## src/rtl/serial_pkg.sv

```systemverilog
// Shared definitions for the serial transceiver: FSM state encoding and default word width.
package serial_pkg;

    localparam int SERIAL_DATA_WIDTH = 8;

    typedef enum logic [1:0] {
        IDLE   = 2'd0,
        LOADED = 2'd1,
        SHIFT  = 2'd2,
        DONE   = 2'd3
    } state_t;

endpackage

```

## src/rtl/serial_transceiver_bit_counter.sv

```systemverilog
// Bit counter for the shift phase; term_cnt flags that the next counted bit is the last of the word.
module bit_counter #(
    parameter int DATA_WIDTH = 8,
    localparam int CNT_W     = $clog2(DATA_WIDTH) + 1
) (
    input  logic clk,
    input  logic rst,
    input  logic clr,
    input  logic en,
    output logic term_cnt
);

    logic [CNT_W-1:0] count_d;
    logic [CNT_W-1:0] count_q;

    // Saturates at DATA_WIDTH so a stray enable can never wrap the count.
    always_comb begin
        count_d = count_q;
        if (clr) begin
            count_d = '0;
        end else if (en && (count_q != CNT_W'(DATA_WIDTH))) begin
            count_d = count_q + 1'b1;
        end
        term_cnt = (count_q == CNT_W'(DATA_WIDTH - 1));
    end

    always_ff @(posedge clk) begin
        if (rst) begin
            count_q <= '0;
        end else begin
            count_q <= count_d;
        end
    end

endmodule

```

## src/rtl/serial_transceiver.sv

```systemverilog
// Captures a parallel memory word and shifts it out MSB first with registered valid/done handshakes.
module serial_transceiver
    import serial_pkg::*;
#(
    parameter int DATA_WIDTH = SERIAL_DATA_WIDTH
) (
    input  logic                  Clk,
    input  logic                  Reset,
    input  logic                  SampleData,
    input  logic                  TransferData,
    input  logic [DATA_WIDTH-1:0] DataIn,
    output logic                  SerialOut,
    output logic                  SerialValid,
    output logic                  Loaded,
    output logic                  TransferDone
);

    state_t                state_d, state_q;
    logic [DATA_WIDTH-1:0] shreg_d, shreg_q;
    logic                  serial_out_d, serial_out_q;
    logic                  serial_valid_d, serial_valid_q;
    logic                  loaded_d, loaded_q;
    logic                  done_d, done_q;
    logic                  cnt_clr;
    logic                  cnt_en;
    logic                  cnt_last;

    bit_counter #(.DATA_WIDTH(DATA_WIDTH)) u_bit_counter (
        .clk      (Clk),
        .rst      (Reset),
        .clr      (cnt_clr),
        .en       (cnt_en),
        .term_cnt (cnt_last)
    );

    always_comb begin
        state_d        = state_q;
        shreg_d        = shreg_q;
        serial_out_d   = 1'b0;
        serial_valid_d = 1'b0;
        done_d         = 1'b0;
        cnt_clr        = 1'b0;
        cnt_en         = 1'b0;
        case (state_q)
            IDLE: begin
                if (SampleData) begin
                    shreg_d = DataIn;
                    cnt_clr = 1'b1;
                    state_d = LOADED;
                end
            end
            LOADED: begin
                // A transfer request wins over a simultaneous re-sample.
                if (TransferData) begin
                    state_d = SHIFT;
                end else if (SampleData) begin
                    shreg_d = DataIn;
                    cnt_clr = 1'b1;
                end
            end
            SHIFT: begin
                serial_out_d   = shreg_q[DATA_WIDTH-1];
                serial_valid_d = 1'b1;
                shreg_d        = shreg_q << 1;
                cnt_en         = 1'b1;
                if (cnt_last) begin
                    state_d = DONE;
                end
            end
            DONE: begin
                done_d  = 1'b1;
                state_d = IDLE;
            end
            default: begin
                state_d = IDLE;
            end
        endcase
        loaded_d = (state_d == LOADED);
    end

    always_ff @(posedge Clk) begin
        if (Reset) begin
            state_q        <= IDLE;
            shreg_q        <= '0;
            serial_out_q   <= 1'b0;
            serial_valid_q <= 1'b0;
            loaded_q       <= 1'b0;
            done_q         <= 1'b0;
        end else begin
            state_q        <= state_d;
            shreg_q        <= shreg_d;
            serial_out_q   <= serial_out_d;
            serial_valid_q <= serial_valid_d;
            loaded_q       <= loaded_d;
            done_q         <= done_d;
        end
    end

    assign SerialOut    = serial_out_q;
    assign SerialValid  = serial_valid_q;
    assign Loaded       = loaded_q;
    assign TransferDone = done_q;

endmodule
```

## config.mk

```make
export PLATFORM = sky130hd
export DESIGN_NAME = serial_transceiver
export DESIGN_NICKNAME = d
export VERILOG_FILES = /design/src/rtl/serial_pkg.sv /design/src/rtl/serial_transceiver_bit_counter.sv /design/src/rtl/serial_transceiver.sv
export SDC_FILE = /design/constraint.sdc
export NUM_CORES = 1
export LEC_CHECK = 0
export BUFFER_PORTS_ARGS = -buffer_cell sky130_fd_sc_hd__buf_2
export CAP_MARGIN = 20
export CORE_UTILIZATION = 38
export DETAILED_ROUTE_END_ITERATION = 8
export PLACE_DENSITY = 0.57
export SETUP_SLACK_MARGIN = 0.15
export SLEW_MARGIN = 20
export SYNTH_ARGS = -nofsm -noshare
export SYNTH_HDL_FRONTEND = slang
export SYNTH_SLANG_ARGS = --single-unit
```

## constraint.sdc

```tcl
create_clock -name Clk -period 1.8 [get_ports Clk]
set_clock_uncertainty 0.05 [all_clocks]
set_input_delay 0.27 -clock Clk [delete_from_list [all_inputs] [get_ports Clk]]
set_output_delay 0.27 -clock Clk [all_outputs]
set_load 0.005 [all_outputs]
```

==> flow_summary.json, run 1 <==
{
  "placedCellCount": 132,
  "core_sq_um": 2060,
  "synth_top_family_by_area": "compound AO/OA/AOI/OAI gates",
  "synth_cell_types": 27,
  "p_leak_uw": 0.000391,
  "ir_drop_mv": 0.416,
  "maxSlewHeadroom_pct": 68.4,
  "syn_nets": 110,
  "period_share_pct": 83.1,
  "cts_root_buffer": "clkbuf_4",
  "port_buffers": 15,
  "syn_inst": 96,
  "synthMuxAreaShare_pct": 1.15,
  "rsz0062_at_grt": "false",
  "synthFlopType": "dfxtp_1",
  "avgSynthCellArea_sq_um": 9.10,
  "post_drt_via_cell_ratio": 5.29,
  "hold_buffers": 0,
  "ioPinCount": 16,
  "cts_max_path_buffers": 2,
  "worstSetupPathType": "reg2reg",
  "drtPass1Iterations": 4,
  "worst_ep_required_time_ns": 1.97,
  "grt_max_degree": 15,
  "synth_compound_area_share_pct": 27.9,
  "async_reset_ff_share_pct": 0,
  "hold_viol_final": 0,
  "post_cts_buffers": 0,
  "rrSetupSlack_ns": 0.30,
  "drc": 0,
  "grt.overflow.total": 0,
  "vias": 719,
  "clk_pin_slew_ns": 0.10,
  "drt_wl_total_mm": 1.69,
  "cp.arrival_ns": 1.66,
  "dieArea_sq_um": 2490,
  "drtIter0Drc": 10,
  "nets": 124,
  "antenna_found_initial": 0,
  "postRouteAntennaNets": 0,
  "cts_tree": "yes",
  "grt_first_pass_wirelength_mm": 3.04,
  "grt_pass1_vias": 702,
  "fmax_ghz": 0.669,
  "final_common_cell": "dfxtp_1",
  "critPathCaptureType": "flip-flop",
  "synth-xor-area-share_pct": 0,
  "layout-drive-gt1-share_pct": 27.5,
  "ys.warnings.count": 0,
  "critPathMaxFanout": 13,
  "place_congestion": 0.712,
  "fin_util_pct": 47.3,
  "fp.dieH_microns": 49.9,
  "maxSlewViolCount": 0,
  "ys_ff_latch": 18,
  "critPathMaxStageDelay_ns": 0.51,
  "dieWidth_microns": 49.9,
  "hold_ws_ns": 0.170,
  "hold_path_class": "in2reg",
  "cts.sinks": 18,
  "synth-simple-area-share_pct": 19.6,
  "status": "finished, final reports clean",
  "final_cell_mix": "dfxtp_1 (18), nand2_1 (15), buf_2 (15)",
  "finalSetupTns_ns": 0,
  "start_util_pct": 42.4,
  "post-route-cell-area_sq_um": 975,
  "crit_path_cell_trace": "nand2b_1, nand2_1, a311oi_2",
  "clk_latency_ns": 0.30,
  "area_delta_synth_final_pct": 11.6,
  "post_cts_resized": 0,
  "htreeDepth": 1,
  "dpl.hpwl_mm": 1.18,
  "track_usage_pct": 16.5,
  "placed_area_sq_um": 938,
  "fin_crit_ns": 1.50,
  "netlist_area_sq_um": 873,
  "synth_fa_ha_area_share_pct": 2.87,
  "power_density_nw_per_um2": 833,
  "maxCapViolCount": 0,
  "startpoint_type": "flip-flop",
  "cts_buffers": 3,
  "worst_slew_pin_slew_ns": 0.474,
  "rows": 16,
  "antennaDiodeCount": 0,
  "final-setup-viol-count": 0,
  "cpMaxStageDelayCell": "dfxtp_1",
  "synth_edf_count": 0,
  "yosysSeqAreaShare_pct": 41.3,
  "final_cells": 136,
  "wl_per_cell_microns": 12.4
}
==> state kept, by name (all words and copies together) (netlist names) <==
name                   cells
TransferDone               1
u_bit_counter.count_q      4
shreg_q                    8
SerialValid                1
Loaded                     1
SerialOut                  1
state_q                    2
==> cells in the mapped netlist, types with 2 or more instances <==
| cell | instances | share of area (%) |
|---|---|---|
| a21o_1 | 2 | 1.7 |
| a21oi_1 | 14 | 8.0 |
| a311oi_2 | 7 | 12 |
| buf_2 | 2 | 1.1 |
| buf_6 | 3 | 3.9 |
| dfxtp_1 | 18 | 41 |
| ha_1 | 2 | 2.9 |
| inv_1 | 3 | 1.3 |
| nand2_1 | 15 | 6.4 |
| nand3_1 | 4 | 2.3 |
| nand3b_1 | 3 | 2.6 |
| nor2_1 | 4 | 1.7 |
| o21ai_0 | 5 | 2.9 |
==> final timing paths <==
path | to | from | cells past startpoint
worst min register to register | SerialOut$_SDFF_PP0_ | shreg_q[7]$_SDFFE_PP0P_ | 1
worst max register to register | shreg_q[4]$_SDFFE_PP0P_ | state_q[0]$_SDFF_PP0_ | 3
worst min-delay path | shreg_q[0]$_SDFFE_PP0P_ | DataIn[0] | 3
worst max-delay path | shreg_q[4]$_SDFFE_PP0P_ | state_q[0]$_SDFF_PP0_ | 3
==> metal layers <==
layer / track usage (%) / vias to the layer above / share of wire [%]
met4: 7.62 / 0 / 2.0
met1: 18.5 / 332 / 48
met5: 0 / - / 0
met3: 6.79 / 4 / 4.4
li1: - / 368 / -
met2: 26.8 / 15 / 46
==> power breakdown <==
part           internal [uW]  switching, uW  leakage [uW]
sequential               424           19.4      0.000148
clock                    123            125     0.0000210
combinational           53.9           66.7      0.000223
total                    601            211      0.000391
==> through the flow <==
step           total power [uW]  worst slack (ns)
6_report                    812             0.304
5_1_grt                     863             0.165
4_1_cts                     823             0.324
3_5_place_dp                572             0.336
3_3_place_gp                570             0.400
2_1_floorplan               548             0.479
==> area by class of cell <==
| cell class | instances | area (sq um) |
|---|---|---|
| multi-input cells | 68 | 450 |
| inverters | 3 | 11.3 |
| flip-flops and latches | 18 | 360 |
| clock buffers | 4 | 36.3 |
| well taps | 27 | 33.8 |
| fillers | 209 | 1090 |
| repair buffers | 16 | 82.6 |
==> cells by family after synthesis <==
kind of cell	Yosys count
buf+inv	10
mux	1
simple gates	34
fa+ha+maj	2
flops	18
compound gates	31
==> worst max-delay path, delay by kind of cell, from the launching register on <==
kind,cells,cell delay (ns)
compound gates,1,0.28
flops,1,0.51
simple gates,2,0.58
(Power assumes the default switching activity.)
==> run 2, diff against run 1 <==
- PLACE_DENSITY: 0.57 -> 0.59
- clock period: 1.8 -> 1.33 ns (I/O delays scaled with it)
==> run 2 against run 1 <==
Sequential share of layout area decreased by 3.6 points. Wire length is 16% higher. Via count rose by 6.4%. Combinational power up 66%. Die area is the same. Critical path type unchanged. Critical endpoint is now Loaded$_SDFF_PP0_.
==> flow_summary.json, run 2 (synthesis gave the netlist of run 1 again) <==
{
  "rows": 16,
  "period_share_pct": 98.7,
  "fillCellCount": 193,
  "largest_reg_flops": 8,
  "htreeDepth": 1,
  "grt_pass1_vias": 703,
  "finalWorstSetupSlack_ns": 0.0176,
  "maxCapViolCount": 0,
  "antennaDiodeCount": 0,
  "cts_max_path_buffers": 2,
  "wl_per_cell_microns": 13.4,
  "clk_latency_ns": 0.30,
  "clk_pin_slew_ns": 0.11,
  "dieWidth_microns": 49.9,
  "drt_wl_total_mm": 1.96,
  "cpMaxStageDelayCell": "or3b_4",
  "seq_power_share_pct": 52.2,
  "switching_power_uw": 305,
  "critPathMaxStageDelay_ns": 0.40,
  "dpl.hpwl_mm": 1.29,
  "hold_viol_final": 0,
  "vias": 765,
  "start_util_pct": 42.4,
  "rsz0062_at_grt": "true",
  "area_delta_synth_final_pct": 28.1,
  "startpoint_type": "flip-flop",
  "layout-drive-gt1-share_pct": 44.5,
  "hold_path_class": "in2reg",
  "rrSetupSlack_ns": 0.02,
  "cts.sinks": 18,
  "hold_end": "shreg_q[0]$_SDFFE_PP0P_",
  "drc": 0,
  "cp.arrival_ns": 1.50,
  "antenna_found_initial": 0,
  "drtIter0Drc": 6,
  "grt.overflow.total": 0,
  "status": "finished, final reports clean",
  "cts_tree": "yes",
  "maxSlewHeadroom_pct": 77.6,
  "cts_buffers": 3,
  "grt_max_degree": 15,
  "p_comb_share_pct": 17.6,
  "final_cells": 146,
  "post_drt_via_cell_ratio": 5.24,
  "nets": 134,
  "critPathCaptureType": "flip-flop",
  "worst_slew_pin_slew_ns": 0.335,
  "finalSetupTns_ns": 0,
  "core_sq_um": 2060,
  "drtPass1Iterations": 3,
  "r2r_start": "u_bit_counter.count_q[1]$_SDFFE_PP0P_",
  "dieArea_sq_um": 2490,
  "p_leak_uw": 0.000452,
  "swShare_pct": 26.7,
  "critPathMaxFanout": 2,
  "whs_path_depth": 3,
  "reg2reg_depth": 4,
  "port_buffers": 15,
  "final_cell_mix": "nand2_1 (15), buf_2 (15), dfxtp_1 (14)",
  "crit_path_cell_trace": "ha_4, nand3b_1, or3b_4, a211oi_2",
  "ir_drop_mv": 0.584,
  "timing.rr.end": "Loaded$_SDFF_PP0_",
  "track_usage_pct": 17.2,
  "placedCellCount": 139,
  "power.total_uw": 1140,
  "fp.dieH_microns": 49.9,
  "worstSetupPathType": "reg2reg",
  "fmax_ghz": 0.762,
  "hold_buffers": 0,
  "power_density_nw_per_um2": 1020,
  "worst_ep_required_time_ns": 1.52,
  "final-setup-viol-count": 0,
  "hp-start": "DataIn[0]",
  "ioPinCount": 16,
  "clkPwrFrac_pct": 30.2,
  "grt_first_pass_wirelength_mm": 3.11,
  "fin_crit_ns": 1.31,
  "max_flop_register": "shreg_q",
  "top_regs": "shreg_q: 8 flops, u_bit_counter.count_q: 4 flops, state_q: 2 flops",
  "place_congestion": 0.789,
  "p_int_uw": 838,
  "dp_slack_ns": -0.0426,
  "postRouteAntennaNets": 0,
  "cts_root_buffer": "clkbuf_4",
  "maxSlewViolCount": 0
}
run 2: changes by cell type in the layout (fill, tap and decap cells not counted), sizes merged:
cell	before	now
buf	16	26
run 2: worst max-delay path by stage:
stage / endpoint / start / slack (ns)
after detailed placement: Loaded$_SDFF_PP0_ / u_bit_counter.count_q[0]$_SDFFE_PP0P_ / -0.04
after global routing: Loaded$_SDFF_PP0_ / u_bit_counter.count_q[1]$_SDFFE_PP0P_ / -0.04
after floorplan: shreg_q[1]$_SDFFE_PP0P_ / state_q[1]$_SDFF_PP0_ / 0.009
after global placement: Loaded$_SDFF_PP0_ / u_bit_counter.count_q[1]$_SDFFE_PP0P_ / -0.04
final: Loaded$_SDFF_PP0_ / u_bit_counter.count_q[1]$_SDFFE_PP0P_ / 0.02
after CTS: Loaded$_SDFF_PP0_ / u_bit_counter.count_q[0]$_SDFFE_PP0P_ / 0.03
run 2: layout make-up:
type                       count  area (sq um)  share of cell area (%)
inverter                       3          11.3                    1.01
tap                           27          33.8                    3.02
timing repair buffer          26           165                    14.8
multi-input combinational     68           499                    44.6
clock buffer                   4          36.3                    3.24
sequential                    18           373                    33.3
run 2: power groups by stage:
stage / Combinational [uW] / Sequential (uW) / Clock, uW
5_1_grt: 222 / 602 / 393
6_report: 201 / 597 / 346
3_5_place_dp: 186 / 608 / 0
2_1_floorplan: 147 / 599 / 0
3_3_place_gp: 184 / 608 / 0
4_1_cts: 194 / 596 / 357
run 2: worst max-delay path, delay by kind of cell (launching register included):
family                   cells  cell delay, ns
AND/OR/NAND/NOR              2            0.49
flip-flops                   1            0.38
adder cells (fa/ha/maj)      1            0.13
AO/OA/AOI/OAI                1            0.21
run 2: what timing repair did:
action                     in CTS  in global routing
pin swaps                       1                  7
buffers inserted                3                  0
cloned                          0                  0
setup endpoints to repair      15                 15
resized for setup              11                 13
run 2: routing by layer:
layer  routed length [microns]  GRT usage, %
met5                         0             0
met1                       872          17.8
met4                        34          7.14
met2                       971          30.6
met3                        83          6.48
run 2: per-stage QoR:
stage          util, %  instance area (sq um)  hold WS, ns
3_3_place_gp      48.1                    991        0.417
3_5_place_dp      48.1                    991        0.419
5_1_grt           54.2                   1120       0.0772
2_1_floorplan        -                    880        0.222
4_1_cts           52.0                   1070       0.0889
6_report          54.2                   1120       0.0914
==> run 3, diff against run 2 <==
- PLACE_DENSITY: 0.59 -> not set
- clock period: 1.33 -> 1.5 ns (I/O delays scaled with it)
==> run 3 against run 2 <==
Combinational power fell by 21%. Wire length fell by 16%. Count of clock-buffer cells in the layout did not move. Largest cell class unchanged. Clock power fell by 14%. Register-to-register slack improved by 0.20 ns. Critical path type unchanged.
==> flow_summary.json, run 3 (synthesis gave the netlist of run 1 again) <==
{
  "post_cts_buffers": 0,
  "ir_drop_mv": 0.693,
  "port_buffers": 15,
  "hp-start": "DataIn[0]",
  "worstSetupPathType": "reg2reg",
  "final-setup-viol-count": 0,
  "reg2reg_depth": 4,
  "layout-drive-gt1-share_pct": 33.0,
  "place_congestion": 0.740,
  "rrSetupSlack_ns": 0.22,
  "fin_crit_ns": 1.28,
  "rows": 16,
  "fmax_ghz": 0.779,
  "maxCapViolCount": 0,
  "hold_viol_final": 0,
  "wl_per_cell_microns": 11.8,
  "nets": 127,
  "grt_max_degree": 15,
  "core_sq_um": 2060,
  "setup.worst_path.start": "u_bit_counter.count_q[0]$_SDFFE_PP0P_",
  "antenna_found_initial": 0,
  "vias": 709,
  "start_util_pct": 42.4,
  "finalSetupTns_ns": 0,
  "endpoint": "Loaded$_SDFF_PP0_",
  "post_drt_via_cell_ratio": 5.10,
  "drtIter0Drc": 12,
  "period_share_pct": 85.6,
  "status": "finished, final reports clean",
  "final_cell_mix": "dfxtp_1 (15), nand2_1 (15), buf_2 (15)",
  "critPathMaxFanout": 4,
  "clk_latency_ns": 0.29,
  "postRouteAntennaNets": 0,
  "dieWidth_microns": 49.9,
  "drtPass1Iterations": 4,
  "rsz0062_at_grt": "true",
  "timing.rr.end": "Loaded$_SDFF_PP0_",
  "cts_max_path_buffers": 2,
  "drt_wl_total_mm": 1.64,
  "r2r_start": "u_bit_counter.count_q[0]$_SDFFE_PP0P_",
  "area_delta_synth_final_pct": 14.9,
  "top_regs": "shreg_q: 8 flops, u_bit_counter.count_q: 4 flops, state_q: 2 flops",
  "drc": 0,
  "cts_tree": "yes",
  "power_density_nw_per_um2": 977,
  "htreeDepth": 1,
  "track_usage_pct": 14.9,
  "worst_slew_pin_slew_ns": 0.339,
  "maxSlewViolCount": 0,
  "clk_pin_slew_ns": 0.10,
  "dp_slack_ns": 0.177,
  "ioPinCount": 16,
  "startpoint_type": "flip-flop",
  "dieArea_sq_um": 2490,
  "antennaDiodeCount": 0,
  "max_flop_register": "shreg_q",
  "cp.arrival_ns": 1.45,
  "grt.overflow.total": 0,
  "post-route-cell-area_sq_um": 1000,
  "fp.dieH_microns": 49.9,
  "maxSlewHeadroom_pct": 77.4,
  "hold_path_class": "in2reg",
  "grt_first_pass_wirelength_mm": 2.79,
  "critPathCaptureType": "flip-flop",
  "cts.sinks": 18,
  "cts_root_buffer": "clkbuf_4",
  "finalWorstSetupSlack_ns": 0.216,
  "placed_area_sq_um": 961,
  "p_leak_uw": 0.000408,
  "cts_buffers": 3,
  "dpl.hpwl_mm": 1.20,
  "worst_ep_required_time_ns": 1.67,
  "largest_reg_flops": 8,
  "grt_pass1_vias": 628
}
run 3: metal layers:
metal	track usage [%]	wire length [microns]
met3	6.48	61
met2	23.2	763
met1	19.0	820
met5	0	0
met4	2.86	0
run 3: worst min path at each step:
| stage | slack, ns | endpoint | cells past startpoint |
|---|---|---|---|
| finish | 0.13 | shreg_q[0]$_SDFFE_PP0P_ | 3 |
| global route | 0.14 | shreg_q[0]$_SDFFE_PP0P_ | 3 |
| CTS | 0.12 | shreg_q[0]$_SDFFE_PP0P_ | 3 |
| detailed placement | 0.40 | SerialOut$_SDFF_PP0_ | 1 |
| global placement | 0.39 | SerialOut$_SDFF_PP0_ | 1 |
| floorplan | 0.25 | Loaded$_SDFF_PP0_ | 1 |
run 3: final cells by class:
type,instances,area (sq um)
repair buffers,19,105
inverters,3,11.3
flip-flops and latches,18,364
multi-input cells,68,453
clock buffers,4,36.3
fillers,206,1060
well taps,27,33.8
run 3: through the flow:
step	hold slack (ns)	util, %	cells	power [uW]
3_3_place_gp	0.394	46.6	135	692
2_1_floorplan	0.248	-	96	658
3_5_place_dp	0.397	46.6	135	694
4_1_cts	0.119	48.4	139	991
5_1_grt	0.137	48.7	139	1030
6_report	0.126	48.7	139	981
run 3: what timing repair did:
item | 4_1_cts | 5_1_grt
hold buffers | 0 | 0
setup endpoints to repair | 0 | 11
gates resized for setup | 0 | 4
run 3: critical path, stage by stage, from the launching register on:
cell and delay [ns]:
dfxtp_2 0.36, ha_1 0.14, nand3b_1 0.10, or3b_1 0.39
a211oi_2 0.17
run 3: power by group:
part | leakage [uW] | switching [uW] | internal [uW]
registers | 0.000149 | 17.9 | 509
clock network | 0.0000210 | 148 | 148
logic | 0.000238 | 84.6 | 73.2
total | 0.000408 | 251 | 730
